--- config.mk ---
export PLATFORM = sky130hd
export DESIGN_NAME = multi_uart_tx
export DESIGN_NICKNAME = d
export VERILOG_FILES = /design/src/rtl/multi_uart_tx.sv
export SDC_FILE = /design/constraint.sdc
export NUM_CORES = 1
export LEC_CHECK = 0
export ABC_AREA = 1
export BUFFER_PORTS_ARGS = -buffer_cell sky130_fd_sc_hd__buf_2
export CAP_MARGIN = 20
export CELL_PAD_IN_SITES_DETAIL_PLACEMENT = 1
export CELL_PAD_IN_SITES_GLOBAL_PLACEMENT = 2
export CORE_UTILIZATION = 35
export DETAILED_ROUTE_END_ITERATION = 6
export PLACE_DENSITY_LB_ADDON = 0.1
export SYNTH_ARGS = -nofsm -noshare
export SYNTH_HDL_FRONTEND = slang
export SYNTH_SLANG_ARGS = --single-unit
--- constraint.sdc ---
create_clock -name E -period 1.9 [get_ports E]
set_input_delay 0 -clock E [delete_from_list [all_inputs] [get_ports E]]
set_output_delay 0 -clock E [all_outputs]
set_load 0.01 [all_outputs]
--- src/rtl/multi_uart_tx.sv ---
`default_nettype none
// ============================================================================
// Module      : multi_uart_tx
// Description : N-channel 8N1/8N2 serial transmitter on the 6809 bus, with
//               per-channel TX FIFO, shared baud prescaler and TX-empty IRQ.
// Revision    : 1.0 - initial release
// ============================================================================
module multi_uart_tx #(
    parameter int CHANNELS  = 2,
    parameter int DEPTH     = 4,
    parameter int DIVISOR   = 16,
    parameter int STOP_BITS = 1,
    localparam int RSW      = $clog2(2 * CHANNELS)
) (
    input  logic                E,
    input  logic                RESET,
    input  logic                SEL,
    input  logic                RW,
    input  logic [RSW-1:0]      RS,
    input  logic [7:0]          DIN,
    output logic [7:0]          DOUT,
    output logic                IRQ,
    output logic [CHANNELS-1:0] TXD
);

    localparam int   AW        = $clog2(DEPTH);
    localparam int   CW        = $clog2(DEPTH) + 1;
    localparam int   PW        = $clog2(DIVISOR);
    localparam logic LAST_STOP = (STOP_BITS == 2);

    typedef enum logic [1:0] {
        ST_IDLE  = 2'd0,
        ST_START = 2'd1,
        ST_DATA  = 2'd2,
        ST_STOP  = 2'd3
    } state_e;

    logic [PW-1:0]       presc_q, presc_d;
    logic                tick;
    logic                irq_q, irq_d;
    logic [CHANNELS-1:0] empty_idle, not_full, ie, ovr;
    logic [7:0]          dout;

    always_comb begin
        tick    = (presc_q == PW'(DIVISOR - 1));
        presc_d = tick ? '0 : presc_q + PW'(1);
        irq_d   = ~|(ie & empty_idle);
    end

    always_ff @(posedge E) begin
        if (RESET) begin
            presc_q <= '0;
            irq_q   <= 1'b1;
        end else begin
            presc_q <= presc_d;
            irq_q   <= irq_d;
        end
    end

    assign IRQ = irq_q;

    for (genvar c = 0; c < CHANNELS; c++) begin : g_ch
        localparam logic [RSW-1:0] DATA_RS = RSW'(2 * c);
        localparam logic [RSW-1:0] CTRL_RS = RSW'(2 * c + 1);

        logic [7:0]    mem_q [DEPTH];
        logic [AW-1:0] wr_ptr_q, wr_ptr_d, rd_ptr_q, rd_ptr_d;
        logic [CW-1:0] count_q, count_d;
        state_e        state_q, state_d;
        logic [7:0]    shift_q, shift_d;
        logic [2:0]    bitcnt_q, bitcnt_d;
        logic          stop_q, stop_d;
        logic          txd_q, txd_d;
        logic          ie_q, ie_d, ovr_q, ovr_d;
        logic          wr_data, wr_ctrl, full, empty, push, pop;

        always_comb begin
            wr_data  = SEL && !RW && (RS == DATA_RS);
            wr_ctrl  = SEL && !RW && (RS == CTRL_RS);
            full     = (count_q == CW'(DEPTH));
            empty    = (count_q == '0);
            // Fullness is judged before any same-cycle pop.
            push     = wr_data && !full;
            pop      = 1'b0;
            state_d  = state_q;
            shift_d  = shift_q;
            bitcnt_d = bitcnt_q;
            stop_d   = stop_q;
            txd_d    = txd_q;

            if (tick) begin
                case (state_q)
                    ST_IDLE: begin
                        if (!empty) begin
                            pop     = 1'b1;
                            txd_d   = 1'b0;
                            state_d = ST_START;
                        end
                    end
                    ST_START: begin
                        txd_d    = shift_q[0];
                        bitcnt_d = 3'd0;
                        state_d  = ST_DATA;
                    end
                    ST_DATA: begin
                        if (bitcnt_q != 3'd7) begin
                            bitcnt_d = bitcnt_q + 3'd1;
                            txd_d    = shift_q[bitcnt_q + 3'd1];
                        end else begin
                            txd_d   = 1'b1;
                            stop_d  = 1'b0;
                            state_d = ST_STOP;
                        end
                    end
                    ST_STOP: begin
                        if (stop_q == LAST_STOP) begin
                            if (!empty) begin
                                pop     = 1'b1;
                                txd_d   = 1'b0;
                                state_d = ST_START;
                            end else begin
                                state_d = ST_IDLE;
                            end
                        end else begin
                            stop_d = 1'b1;
                        end
                    end
                    default: state_d = ST_IDLE;
                endcase
            end

            if (pop) shift_d = mem_q[rd_ptr_q];
            wr_ptr_d = wr_ptr_q + AW'(push);
            rd_ptr_d = rd_ptr_q + AW'(pop);
            count_d  = count_q + CW'(push) - CW'(pop);

            ie_d  = wr_ctrl ? DIN[2] : ie_q;
            ovr_d = ovr_q;
            if (wr_data && full)
                ovr_d = 1'b1;
            else if (wr_ctrl && DIN[3])
                ovr_d = 1'b0;
        end

        always_ff @(posedge E) begin
            if (push) mem_q[wr_ptr_q] <= DIN;
        end

        always_ff @(posedge E) begin
            if (RESET) begin
                wr_ptr_q <= '0;
                rd_ptr_q <= '0;
                count_q  <= '0;
                state_q  <= ST_IDLE;
                shift_q  <= '0;
                bitcnt_q <= '0;
                stop_q   <= 1'b0;
                txd_q    <= 1'b1;
                ie_q     <= 1'b0;
                ovr_q    <= 1'b0;
            end else begin
                wr_ptr_q <= wr_ptr_d;
                rd_ptr_q <= rd_ptr_d;
                count_q  <= count_d;
                state_q  <= state_d;
                shift_q  <= shift_d;
                bitcnt_q <= bitcnt_d;
                stop_q   <= stop_d;
                txd_q    <= txd_d;
                ie_q     <= ie_d;
                ovr_q    <= ovr_d;
            end
        end

        assign empty_idle[c] = empty && (state_q == ST_IDLE);
        assign not_full[c]   = !full;
        assign ie[c]         = ie_q;
        assign ovr[c]        = ovr_q;
        assign TXD[c]        = txd_q;
    end

    // Only status registers return data; data registers and unmapped RS read 0.
    always_comb begin
        dout = 8'h00;
        if (SEL && RW) begin
            for (int c = 0; c < CHANNELS; c++) begin
                if (RS == RSW'(2 * c + 1))
                    dout = {4'b0000, ovr[c], ie[c], empty_idle[c], not_full[c]};
            end
        end
    end

    assign DOUT = dout;

endmodule
`default_nettype wire

### Word-level counts from Yosys, hierarchy flattened

Memory sizes are Yosys's and may differ from the RTL's. A register that Yosys moved wholly into a read port is not among the register bits.
Cells that the tools add are included.

* register bits after elaboration: 37
* memory bits (writable): 64
* input bits: 14
* output and inout port bits: 11
* memories kept: 2

Memories
* g_ch[0].mem_q: depth 4, width 8, read ports 1, clocked after memory_dff 1, write ports 1, line 66 `logic [7:0] mem_q [DEPTH];`
* g_ch[1].mem_q: depth 4, width 8, read ports 1, clocked after memory_dff 1, write ports 1, line 66

* add/sub/neg operators: 11
* magnitude comparators: 2
* eq/ne operators: 22
* multiplexer cells: 51
* bitwise gates (word level): 1
* reduce and logical (&&, ||, !) cells: 39

Operator list (number)
* 2-to-1 mux 1 bit: 28
* 2-to-1 mux 8 bit: 2
* inequality test 2 bit (second input constant): 8
* case mux 2 bit (4 select lines): 2
* logical AND 1 bit: 14
* == test 2 bit (second input constant): 6
* 2-to-1 mux 2 bit: 6
* case mux 3 bit (2 select lines): 2
* AND reduction 3 bit: 4
* nonzero test 2 bit: 6
* adder 2 x 1 -> 2 bit: 4
* < comparator 3 x 4 -> 1 bit (second input constant): 2
* case mux 1 bit (2 select lines): 4
* case mux 1 bit (4 select lines): 2
* AND reduction 4 bit: 2
* adder 3 x 1 -> 3 bit: 2
* adder 3 x 1 -> 3 bit (second input constant): 2
* binary-select mux 1 bit (select 3 bit): 2
* == test 2 x 1 -> 1 bit (second input constant): 3
* == test 3 bit (second input constant): 2
* zero test 2 bit: 3
* zero test 3 bit: 2
* 2-to-1 mux 3 bit: 2
* inequality test 3 bit (second input constant): 2
* 8 further kinds: 14

### Logic depth before layout (Yosys ltp)

* depth after elaboration: 6
* gate-level depth with buffers: 13
* gate-level depth less buffers: 13

### Worst setup path before layout

No wires, ideal clock.

* path kind: reg-to-reg
* from: reg g_ch[1].state_q[0]
* to: reg g_ch[1].count_q[2]
* data arrival time: 1961 ps
* data required time: 1772 ps
* path slack: -188 ps
* cell stages (with the launch flop): 12
* clock period less this slack: 2088 ps
* cell sequence: dfxtp_1 inv_1 ha_1 nor2_1 nand2_1 buf_4 nand2_1 nand2_1 ha_1 fa_1 xnor2_1 nor2_1

* word-level cells in the longest chain between the ends: 4

Ends and longest elaborated chain
* from (decl): line 69 `state_e state_q, state_d;`
* from (signal assigned): line 165 `state_q <= state_d;`
* == test 2 bit or zero test 2 bit (tied branches): line 92 `case (state_q)`
* case mux 1 bit (2 select lines) (*): line 92
* 2-to-1 mux 1 bit (*): line 91 `if (tick) begin`
* subtractor 3 x 1 -> 3 bit (*): line 135 `count_d = count_q + CW'(push) - CW'(pop);`
* to (signal assigned): line 164 `count_q <= count_d;`
* to (decl): line 68 `logic [CW-1:0] count_q, count_d;`

Every way passes the cells marked *; elsewhere a longest branch is shown, timed or not.
A chain may end at the register's enable or synchronous reset.

### Worst setup path after layout

* from: reg presc_q[1]
* to: reg g_ch[0].count_q[1]

* word-level cells in the longest chain between the ends: 3

Ends and longest elaborated chain
* from (decl): line 38 `logic [PW-1:0] presc_q, presc_d;`
* from (signal assigned): line 55 `presc_q <= presc_d;`
* == test 4 bit: line 45 `tick = (presc_q == PW'(DIVISOR - 1));`
* 2-to-1 mux 1 bit: line 91
* subtractor 3 x 1 -> 3 bit: line 135
* via g_ch[0].count_d[1]: line 68
* to (signal assigned): line 164
* to (decl): line 68

The timed path passes the listed nets, and every way through them passes these cells.

==> impl_metrics.csv <==
group,metric,value,unit
status,status,"finished clean",
yosys,syn_inst,524,
timing,slew_violations,0,
timing,whs,0.05429,ns
yosys,ys_seq_area_share,58.41,%
drt,routed_wl,12430,um
yosys,async_flop_share,0,%
timing,fmax,533.9,MHz
pwr,p_leak,2.512,nW
grt,grt_use_total,18.56,%
finish,insertedDiodeCount,0,
setup_path,crit_fanout,4,
pwr,ir_drop,0.0006065,V
setup_path,crit_path_end_kind,"register",
finish,drive_above_1_share,22.58,%
timing,grt_setup_unrepaired,"true",
placed_design,dp_hpwl,8244,um
clock_network,cts_buffers,17,
timing,period_share,98.58,%
yosys,synth_edf_count,64,
setup_path,cp.arrival,2.21,ns
grt,grt_pass1_vias,4083,
yosys,synth_common_cells,"86 x nand2_1, 73 x nor2_1, 64 x edfxtp_1, 56 x o21ai_0, 51 x dfxtp_1",
floorplanning,fp.dieArea,0.01488,mm^2
finish,area_growth,27.04,%
timing,worst_pin_slew,0.6202,ns
setup_path,r2r.worst_path.cells,12,
yosys,yosysTopAreaCellShare,38.14,%
placed_design,gp_congestion,0.7604,
yosys,syn_area,0.005039,mm^2
setup_path,crit_type,"reg2reg",
drt,drt-pass1-iter-count,4,
grt,grt_pass1_wl,20400,um
drt,drc,0,
setup_path,cp-start-kind,"register",
yosys,synth_ff_type,"edfxtp_1",
floorplanning,fp-row-count,43,
yosys,synth-seq-cells,115,
timing,hold_violations,0,
setup_path,cp.required,2.24,ns
yosys,yosys_warnings,0,
setup_path,timing.rr.end,"g_ch[0].count_q[1]$_SDFF_PP0_",
floorplanning,die_x,122.0,um
clock_network,cts_max_level,4,
clock_network,clock_latency,0.41,ns
clock_network,cts_num_sinks,115,
setup_path,reg2reg_from,"presc_q[1]$_SDFF_PP0_",
drt,wl_per_cell,15.53,um
timing,period_needed,1.873,ns
yosys,synth.distinct_cells,34,
drt,dr_total_vias,3881,
min_path,min_to,"g_ch[1].ie_q$_SDFFE_PP0P_",
pwr,p_per_area,888.6,mW/mm^2
min_path,hold_path_startpoint,"RW",
floorplanning,die_h,122.0,um
setup_path,r2r_slack,0.03,ns
yosys,synth_area_leaders,"edfxtp_1 38%, dfxtp_1 20%, nand2_1 6.4%, o21ai_0 5.6%, nor2_1 5.4%",
floorplanning,core-area,0.01399,mm^2
clock_network,cts.clk_slew.worst_paths,0.05,ns
placed_design,portBuffers,20,
yosys,avgSynthCellArea,9.616,um^2
yosys,synth_top_cell_by_area,"edfxtp_1",
min_path,worstHoldPathType,"in2reg",
timing,relSlewSlack,58.61,%
clock_network,clockBufferDepth,2,
drt,viasPerCell,4.851,
run,maxCapViolations,0,
timing,skew,0.009629,ns
timing,setup_viol,0,
grt,grt_start_max_net_pins,33,
floorplanning,start_util,36.02,%
clock_network,cts_tree,"done",
grt,antenna_found_initial,0,
min_path,whs_path_depth,5,
floorplanning,io_pins,25,
drt,drtIter0Drc,158,
timing,setup_tns,0,ns
drt,ant_nets,0,
finish,nets,642,
yosys,yosysMostFrequentCell,"nand2_1",
clock_network,cts_root_buf,"clkbuf_16",
grt,overflow,0,
[placed cells by master, fill, tap and decap left out, drive strengths merged]
cell type and n:
buf 69, nand3b 2, nor3 11, a31oi 1
conb 4, inv 50, a21oi 30, dlygate4sd3 11
o211ai 1, o21ai 56, clkbuf 19, clkinvlp 2
bufinv 1, nor2 75, or2 1, nand3 25
o22ai 16, fa 2, edfxtp 64, xnor2 6
a211oi 3, dfxtp 51, clkinv 13, ha 19
nand2 88
[state kept, by name, summed over array words and instances (netlist names)]
register / flops
g_ch.shift_q: 16
g_ch.ovr_q: 2
g_ch.wr_ptr_q: 4
g_ch.state_q: 4
g_ch.ie_q: 2
g_ch.count_q: 6
g_ch.mem_q: 64
IRQ: 1
g_ch.bitcnt_q: 6
g_ch.rd_ptr_q: 4
presc_q: 4
g_ch.txd_q: 2
[metal layers]
metal / GRT usage, % / up-vias / part of all wire [%]
li1: - / 1929 / -
met1: 22.02 / 1910 / 45
met2: 32.38 / 30 / 51
met3: 4.916 / 12 / 2.2
met4: 6.019 / 0 / 1.1
met5: 0 / - / 0
[report_power, final]
part | internal [mW] | switching [mW] | leakage, nW
logic | 0.0656 | 0.108 | 1.26
clock network | 1.76 | 1.09 | 0.256
registers | 2.65 | 0.0148 | 0.992
total | 4.47 | 1.22 | 2.51
[stage by stage]
step                      util, %  power [mW]  std cells  cell area, um^2  setup WS (ns)
final                       45.76       5.688        800             6401        0.02689
after global routing        45.76       5.893        800             6401       -0.08435
after CTS                   45.13       5.754        795             6312      -0.002335
after detailed placement    39.62       2.862        739             5543        -0.1550
after global placement      39.62       2.856        739             5543       -0.09217
after floorplan                 -       2.788        527             5104       -0.05843
[cells by family after synthesis]
| kind of cell | synth area share, % |
|---|---|
| adders and majority gates | 5.513 |
| AOI/OAI and AO/OA | 11.25 |
| other | 0.07443 |
| and+or+nand+nor | 17.33 |
| xor gates and xnor gates | 1.043 |
| buffers and inverters | 6.382 |
| DFF | 58.41 |
[worst max path at each step]
stage,start,endpoint,cells after the start
after floorplan,presc_q[1]$_SDFF_PP0_,g_ch[0].count_q[1]$_SDFF_PP0_,13
after global placement,g_ch[1].count_q[1]$_SDFF_PP0_,g_ch[1].count_q[1]$_SDFF_PP0_,12
after detailed placement,g_ch[1].count_q[1]$_SDFF_PP0_,g_ch[1].count_q[1]$_SDFF_PP0_,12
after CTS,g_ch[1].state_q[1]$_SDFFE_PP0P_,g_ch[1].count_q[1]$_SDFF_PP0_,11
after global routing,g_ch[0].count_q[1]$_SDFF_PP0_,g_ch[0].count_q[2]$_SDFF_PP0_,12
final,presc_q[1]$_SDFF_PP0_,g_ch[0].count_q[1]$_SDFF_PP0_,12
[final cells by class]
cell class              instances  area (um^2)
inverters                      53        209.0
clock inverters                13        93.84
clock buffers                  19        432.9
multi-input cells             340         1909
well taps                     180        225.2
fillers                      1620         7587
repair buffers                 80        578.1
flip-flops and latches        115         2953
[worst max-delay path, cell delays in order, from the launching register on]
cell and delay, ns:
dfxtp_2 0.35, ha_4 0.15, nand2_4 0.06, nor2_8 0.12
inv_4 0.05, nor2_4 0.10, nand2_4 0.08, nand2_2 0.06
nand2_2 0.06, ha_4 0.16, fa_2 0.51, inv_1 0.04
nor2_1 0.07
[repair_timing]
item / in CTS / in global routing
hold buffers: 11 / 0
endpoints found under the hold margin: 68 / 0
endpoints found under the setup margin: 4 / 4
pin swaps: 3 / 5
setup buffers: 13 / 5
gates resized for setup: 10 / 15
Power figures use the tool's default switching activity.
